**src/rtl/mem_stage.sv**
```systemverilog
// mem_stage: memory-access / write-back stage. Runs the load/store bus handshake
// for one ALU result bundle, then commits rD and PC with one-cycle strobes.
module mem_stage #(
  parameter int DATA_W  = 16,
  parameter int TIMEOUT = 255
) (
  input  logic              clk,
  input  logic              reset,
  input  logic              enable,
  input  logic [1:0]        memory_mode,
  input  logic [DATA_W-1:0] alu_out,
  input  logic [DATA_W-1:0] store_data,
  input  logic              write_rD,
  input  logic              write_pc,
  output logic              mem_req,
  output logic              mem_we,
  output logic [DATA_W-1:0] mem_addr,
  output logic [DATA_W-1:0] mem_wdata,
  input  logic [DATA_W-1:0] mem_rdata,
  input  logic              mem_ack,
  output logic              rD_we,
  output logic [DATA_W-1:0] rD_data,
  output logic              pc_we,
  output logic [DATA_W-1:0] pc_data,
  output logic              busy,
  output logic              done,
  output logic              error
);

  typedef enum logic [1:0] {
    IDLE   = 2'b00,
    REQ    = 2'b01,
    COMMIT = 2'b10
  } state_t;

  localparam logic [1:0]  MEM_READ   = 2'b01;
  localparam logic [1:0]  MEM_WRITE  = 2'b10;
  localparam logic [15:0] TIMER_LAST = 16'(TIMEOUT - 1);

  state_t              state_r;
  logic [1:0]          mode_r;
  logic [DATA_W-1:0]   alu_r;
  logic                write_rd_r;
  logic                write_pc_r;
  logic [15:0]         timer_r;

  // Stage FSM: bundle latch, bus handshake with timeout, and commit strobes.
  always_ff @(posedge clk) begin
    if (reset) begin
      state_r    <= IDLE;
      mode_r     <= 2'b00;
      alu_r      <= '0;
      write_rd_r <= 1'b0;
      write_pc_r <= 1'b0;
      timer_r    <= 16'd0;
      mem_req    <= 1'b0;
      mem_we     <= 1'b0;
      mem_addr   <= '0;
      mem_wdata  <= '0;
      rD_we      <= 1'b0;
      rD_data    <= '0;
      pc_we      <= 1'b0;
      pc_data    <= '0;
      busy       <= 1'b0;
      done       <= 1'b0;
      error      <= 1'b0;
    end else begin
      error <= 1'b0;
      case (state_r)
        IDLE: begin
          if (enable) begin
            mode_r     <= memory_mode;
            alu_r      <= alu_out;
            write_rd_r <= write_rD;
            write_pc_r <= write_pc;
            timer_r    <= 16'd0;
            busy       <= 1'b1;
            if (memory_mode == MEM_READ || memory_mode == MEM_WRITE) begin
              state_r   <= REQ;
              mem_req   <= 1'b1;
              mem_we    <= (memory_mode == MEM_WRITE);
              mem_addr  <= alu_out;
              mem_wdata <= store_data;
            end else begin
              // NOP and the reserved encoding skip the bus entirely.
              state_r <= COMMIT;
              done    <= 1'b1;
              pc_we   <= write_pc;
              pc_data <= alu_out;
              rD_we   <= write_rD;
              rD_data <= alu_out;
            end
          end
        end
        REQ: begin
          if (mem_ack) begin
            // Ack takes priority over a timeout expiring on the same edge.
            state_r <= COMMIT;
            mem_req <= 1'b0;
            timer_r <= 16'd0;
            done    <= 1'b1;
            pc_we   <= write_pc_r;
            pc_data <= alu_r;
            rD_we   <= write_rd_r && (mode_r != MEM_WRITE);
            rD_data <= (mode_r == MEM_READ) ? mem_rdata : alu_r;
          end else if (timer_r == TIMER_LAST) begin
            state_r <= IDLE;
            mem_req <= 1'b0;
            timer_r <= 16'd0;
            busy    <= 1'b0;
            error   <= 1'b1;
          end else begin
            timer_r <= timer_r + 16'd1;
          end
        end
        COMMIT: begin
          state_r <= IDLE;
          done    <= 1'b0;
          pc_we   <= 1'b0;
          rD_we   <= 1'b0;
          busy    <= 1'b0;
        end
        default: begin
          state_r <= IDLE;
          mem_req <= 1'b0;
          done    <= 1'b0;
          pc_we   <= 1'b0;
          rD_we   <= 1'b0;
          busy    <= 1'b0;
        end
      endcase
    end
  end

endmodule

```
**config.mk**
```make
export PLATFORM = sky130hd
export DESIGN_NAME = mem_stage
export DESIGN_NICKNAME = d
export VERILOG_FILES = /design/src/rtl/mem_stage.sv
export SDC_FILE = /design/constraint.sdc
export NUM_CORES = 1
export LEC_CHECK = 0
export CORE_ASPECT_RATIO = 0.7
export CORE_UTILIZATION = 48
export DETAILED_ROUTE_END_ITERATION = 8
export PLACE_DENSITY = 0.87
export RECOVER_POWER = 100
export SETUP_SLACK_MARGIN = 0.3
export SYNTH_ARGS = -nofsm -noshare
export SYNTH_HDL_FRONTEND = slang
export SYNTH_SLANG_ARGS = --single-unit
```
**constraint.sdc**
```tcl
create_clock -name clk -period 2.1 [get_ports clk]
set_clock_uncertainty 0.1 [all_clocks]
set_input_delay 0.42 -clock clk [delete_from_list [all_inputs] [get_ports clk]]
set_output_delay 0.42 -clock clk [all_outputs]
set_load 0.01 [all_outputs]
```
==> reports/qor.yml, run 1 <==
floorplan:
  die_x_um: 119.1
  core.rowCount: 29
  num_io_pins: 127
  die_area_sq_um: 9997
  coreArea_sq_um: 9180
  start_util_pct: 50.17
  die_h_um: 83.96
critical_path:
  cp.required_ns: 2.24
  rr_endpoint: "timer_r[14]"
  crit_fanout: 14
  startpoint_type: "input port"
  critPathCaptureType: "flop"
  rr_worst_depth: 4
  critPathArrivalTime_ns: 2.05
  crit_start: "memory_mode[1]"
  crit_type: "in2reg"
  rrSetupSlack_ns: 0.22
  r2r_start: "state_r[1]"
synth:
  synth_warnings: 0
  ys_types: 49
  syn-num-nets: 626
  ys_seq_elements: 109
  ys_async_sr_fraction_pct: 0
  ys_seq_area_share_pct: 47.38
  synthTopCellsByArea: "dfxtp_1, nand2_1, a21oi_1"
  yosysTopAreaCell: "dfxtp_1"
  synth_most_common_cell: "nand2_1"
  synth-main-ff-cell: "dfxtp_1"
  synth_commonest_cells: "nand2_1, dfxtp_1, a21oi_1"
  avgSynthCellArea_sq_um: 8.123
  yosysTopAreaCellShare_pct: 47.38
  synth_area_sq_um: 4606
  synth_edf_count: 0
  synth_cells: 567
placement:
  dp_slack_ns: -0.3200
  post-dp-hpwl_mm: 8.956
  place.gp.congestion: 0.8211
  numPortBuffers: 126
power:
  worst_ir_drop_vdd_uv: 594.4
  powerDensity_nw_per_um2: 772.0
  p_leak_uw: 0.002435
final_layout:
  n_antenna_cell: 0
  syn_to_final_growth_pct: 39.85
  finalNetCount: 748
  fin_util_pct: 70.16
  fillers: 701
  drive_gt1_share_pct: 10.37
clocking:
  htree_levels: 3
  clock_path_buffers: 2
  root_buffer: "clkbuf_16"
  cts.sinks: 109
  holdBufCountCts: 0
  cts_tree: "yes"
  clk_pin_slew_ns: 0.07
  insertion_delay_ns: 0.35
  numCtsBuffers: 9
sta:
  hold_viol_final: 0
  max_freq_ghz: 0.5251
  final.setup.tns_ns: 0
  period_needed_ns: 1.904
  rsz0062_at_grt: "yes"
  fin_crit_sh_pct: 90.69
  fin_ws_ns: 0.1955
  slew_viol_final: 0
  max-slew-margin-rel_pct: 53.63
  worstMarginPinSlew_ns: 0.6955
  setup_viol: 0
worst_hold_path:
  min_path_type: "in2reg"
  hold_start: "memory_mode[0]"
  min_to: "mode_r[0]"
  min_path_cells: 3
drt:
  vias: 4532
  viasPerCell: 5.540
  routed_wl_mm: 13.63
  drtPass1Iterations: 4
  antenna_left: 0
  drc: 0
  wl_per_cell_um: 16.66
  drtIter0Drc: 287
status:
  status: "completed"
global_routing:
  grt_start_max_net_pins: 64
  globalRouteTotalUtil_pct: 27.75
  grt_pass1_vias: 4601
  grt_pass1_wl_mm: 22.07
  grt_remaining_overflow: 0
  grt_antenna_before_repair: 0
flow_run:
  max_cap_viol_count: 0
[what timing repair did]
action	4_1_cts	5_1_grt
resized for setup	24	36
cloned	1	0
setup endpoints to repair	84	48
buffers inserted	1	0
pin swaps	4	3
[metrics by stage]
step | cells | hold WS [ns] | area (sq um) | total power [uW]
2_1_floorplan | 567 | 0.3360 | 4612 | 2795
3_3_place_gp | 800 | 0.3411 | 6113 | 3272
3_5_place_dp | 800 | 0.3477 | 6113 | 3313
4_1_cts | 818 | 0.3576 | 6519 | 5053
5_1_grt | 818 | 0.2088 | 6441 | 5173
6_report | 818 | 0.2128 | 6441 | 4973
[how the worst max path moves through the flow]
stage | endpoint | slack [ns] | depth (start not counted)
floorplan | pc_we | 0.33 | 5
global placement | rD_we | -0.20 | 6
detailed placement | pc_we | -0.32 | 6
CTS | rD_data[3] | 0.30 | 1
global route | timer_r[7] | 0.15 | 5
finish | pc_data[5] | 0.20 | 6
[final cells by class]
type / count / area (sq um) / share of cell area [%]
Clock buffer: 9 / 225.2 / 3.497
Clock inverter: 7 / 73.82 / 1.146
Inverter: 6 / 22.52 / 0.3497
Multi-Input combinational cell: 410 / 2282 / 35.43
Sequential cell: 109 / 2191 / 34.01
Tap cell: 124 / 155.1 / 2.409
Timing Repair Buffer: 153 / 1491 / 23.15
[per-layer routing]
metal	part of all wire [%]	global-route usage (%)
met1	42	32.91
met2	48	46.04
met3	9.3	9.904
met4	1.5	10.24
met5	0	0
[cell families (layout without fill, tap and decap cells)]
group | Yosys count | in the layout | synth area share (%)
simple gates | 253 | 253 | 24.50
compound gates | 134 | 134 | 18.47
flops | 109 | 109 | 47.38
buf+inv | 48 | 175 | 4.564
mux | 17 | 17 | 3.695
fa+ha+maj | 3 | 3 | 0.8151
xor+xnor | 3 | 3 | 0.5706
[where the power goes]
part           leakage, uW  internal (uW)  switching, uW
Clock             0.000146            929            786
Sequential        0.000894           2210           91.6
Combinational      0.00140            456            503
[cell usage in the layout (no fill, tap or decap), drive strengths merged, types with 5 or more instances in the layout]
cell / instances
o21ai: 9
inv: 7
nor3: 5
nand2: 163
mux2i: 17
a311oi: 16
clkdlybuf4s25: 15
nand2b: 5
nand4: 7
a211oi: 10
nand3: 6
clkbuf: 22
or3: 6
buf: 22
a211o: 16
dlygate4sd3: 45
a21oi: 72
nor2: 41
dlygate4sd2: 6
clkdlybuf4s50: 51
dfxtp: 109
[state kept, by name, summed over array words and instances (netlist names)]
name,count
mem_we,1
alu_r,16
write_pc_r,1
error,1
rD_data,16
busy,1
mem_req,1
mem_wdata,16
mode_r,2
pc_we,1
pc_data,16
state_r,2
mem_addr,16
done,1
timer_r,16
rD_we,1
write_rd_r,1
[critical path, cell delays in order]
cell and delay, ns:
dlygate4sd2_1 0.25, ha_1 0.31, and3b_1 0.21, o21a_4 0.23, bufbuf_16 0.29, a311oi_1 0.34
No activity file was read; power rests on OpenSTA's default activity.
==> run 2, diff against run 1 <==
--- a/config.mk
+++ b/config.mk
@@ -11,6 +11,7 @@
 export PLACE_DENSITY = 0.87
 export RECOVER_POWER = 100
 export SETUP_SLACK_MARGIN = 0.3
+export SLEW_MARGIN = 10
 export SYNTH_ARGS = -nofsm -noshare
 export SYNTH_HDL_FRONTEND = slang
 export SYNTH_SLANG_ARGS = --single-unit
==> results of run 2 <==
The final DEF is identical to that of run 1; final timing and power are the same.
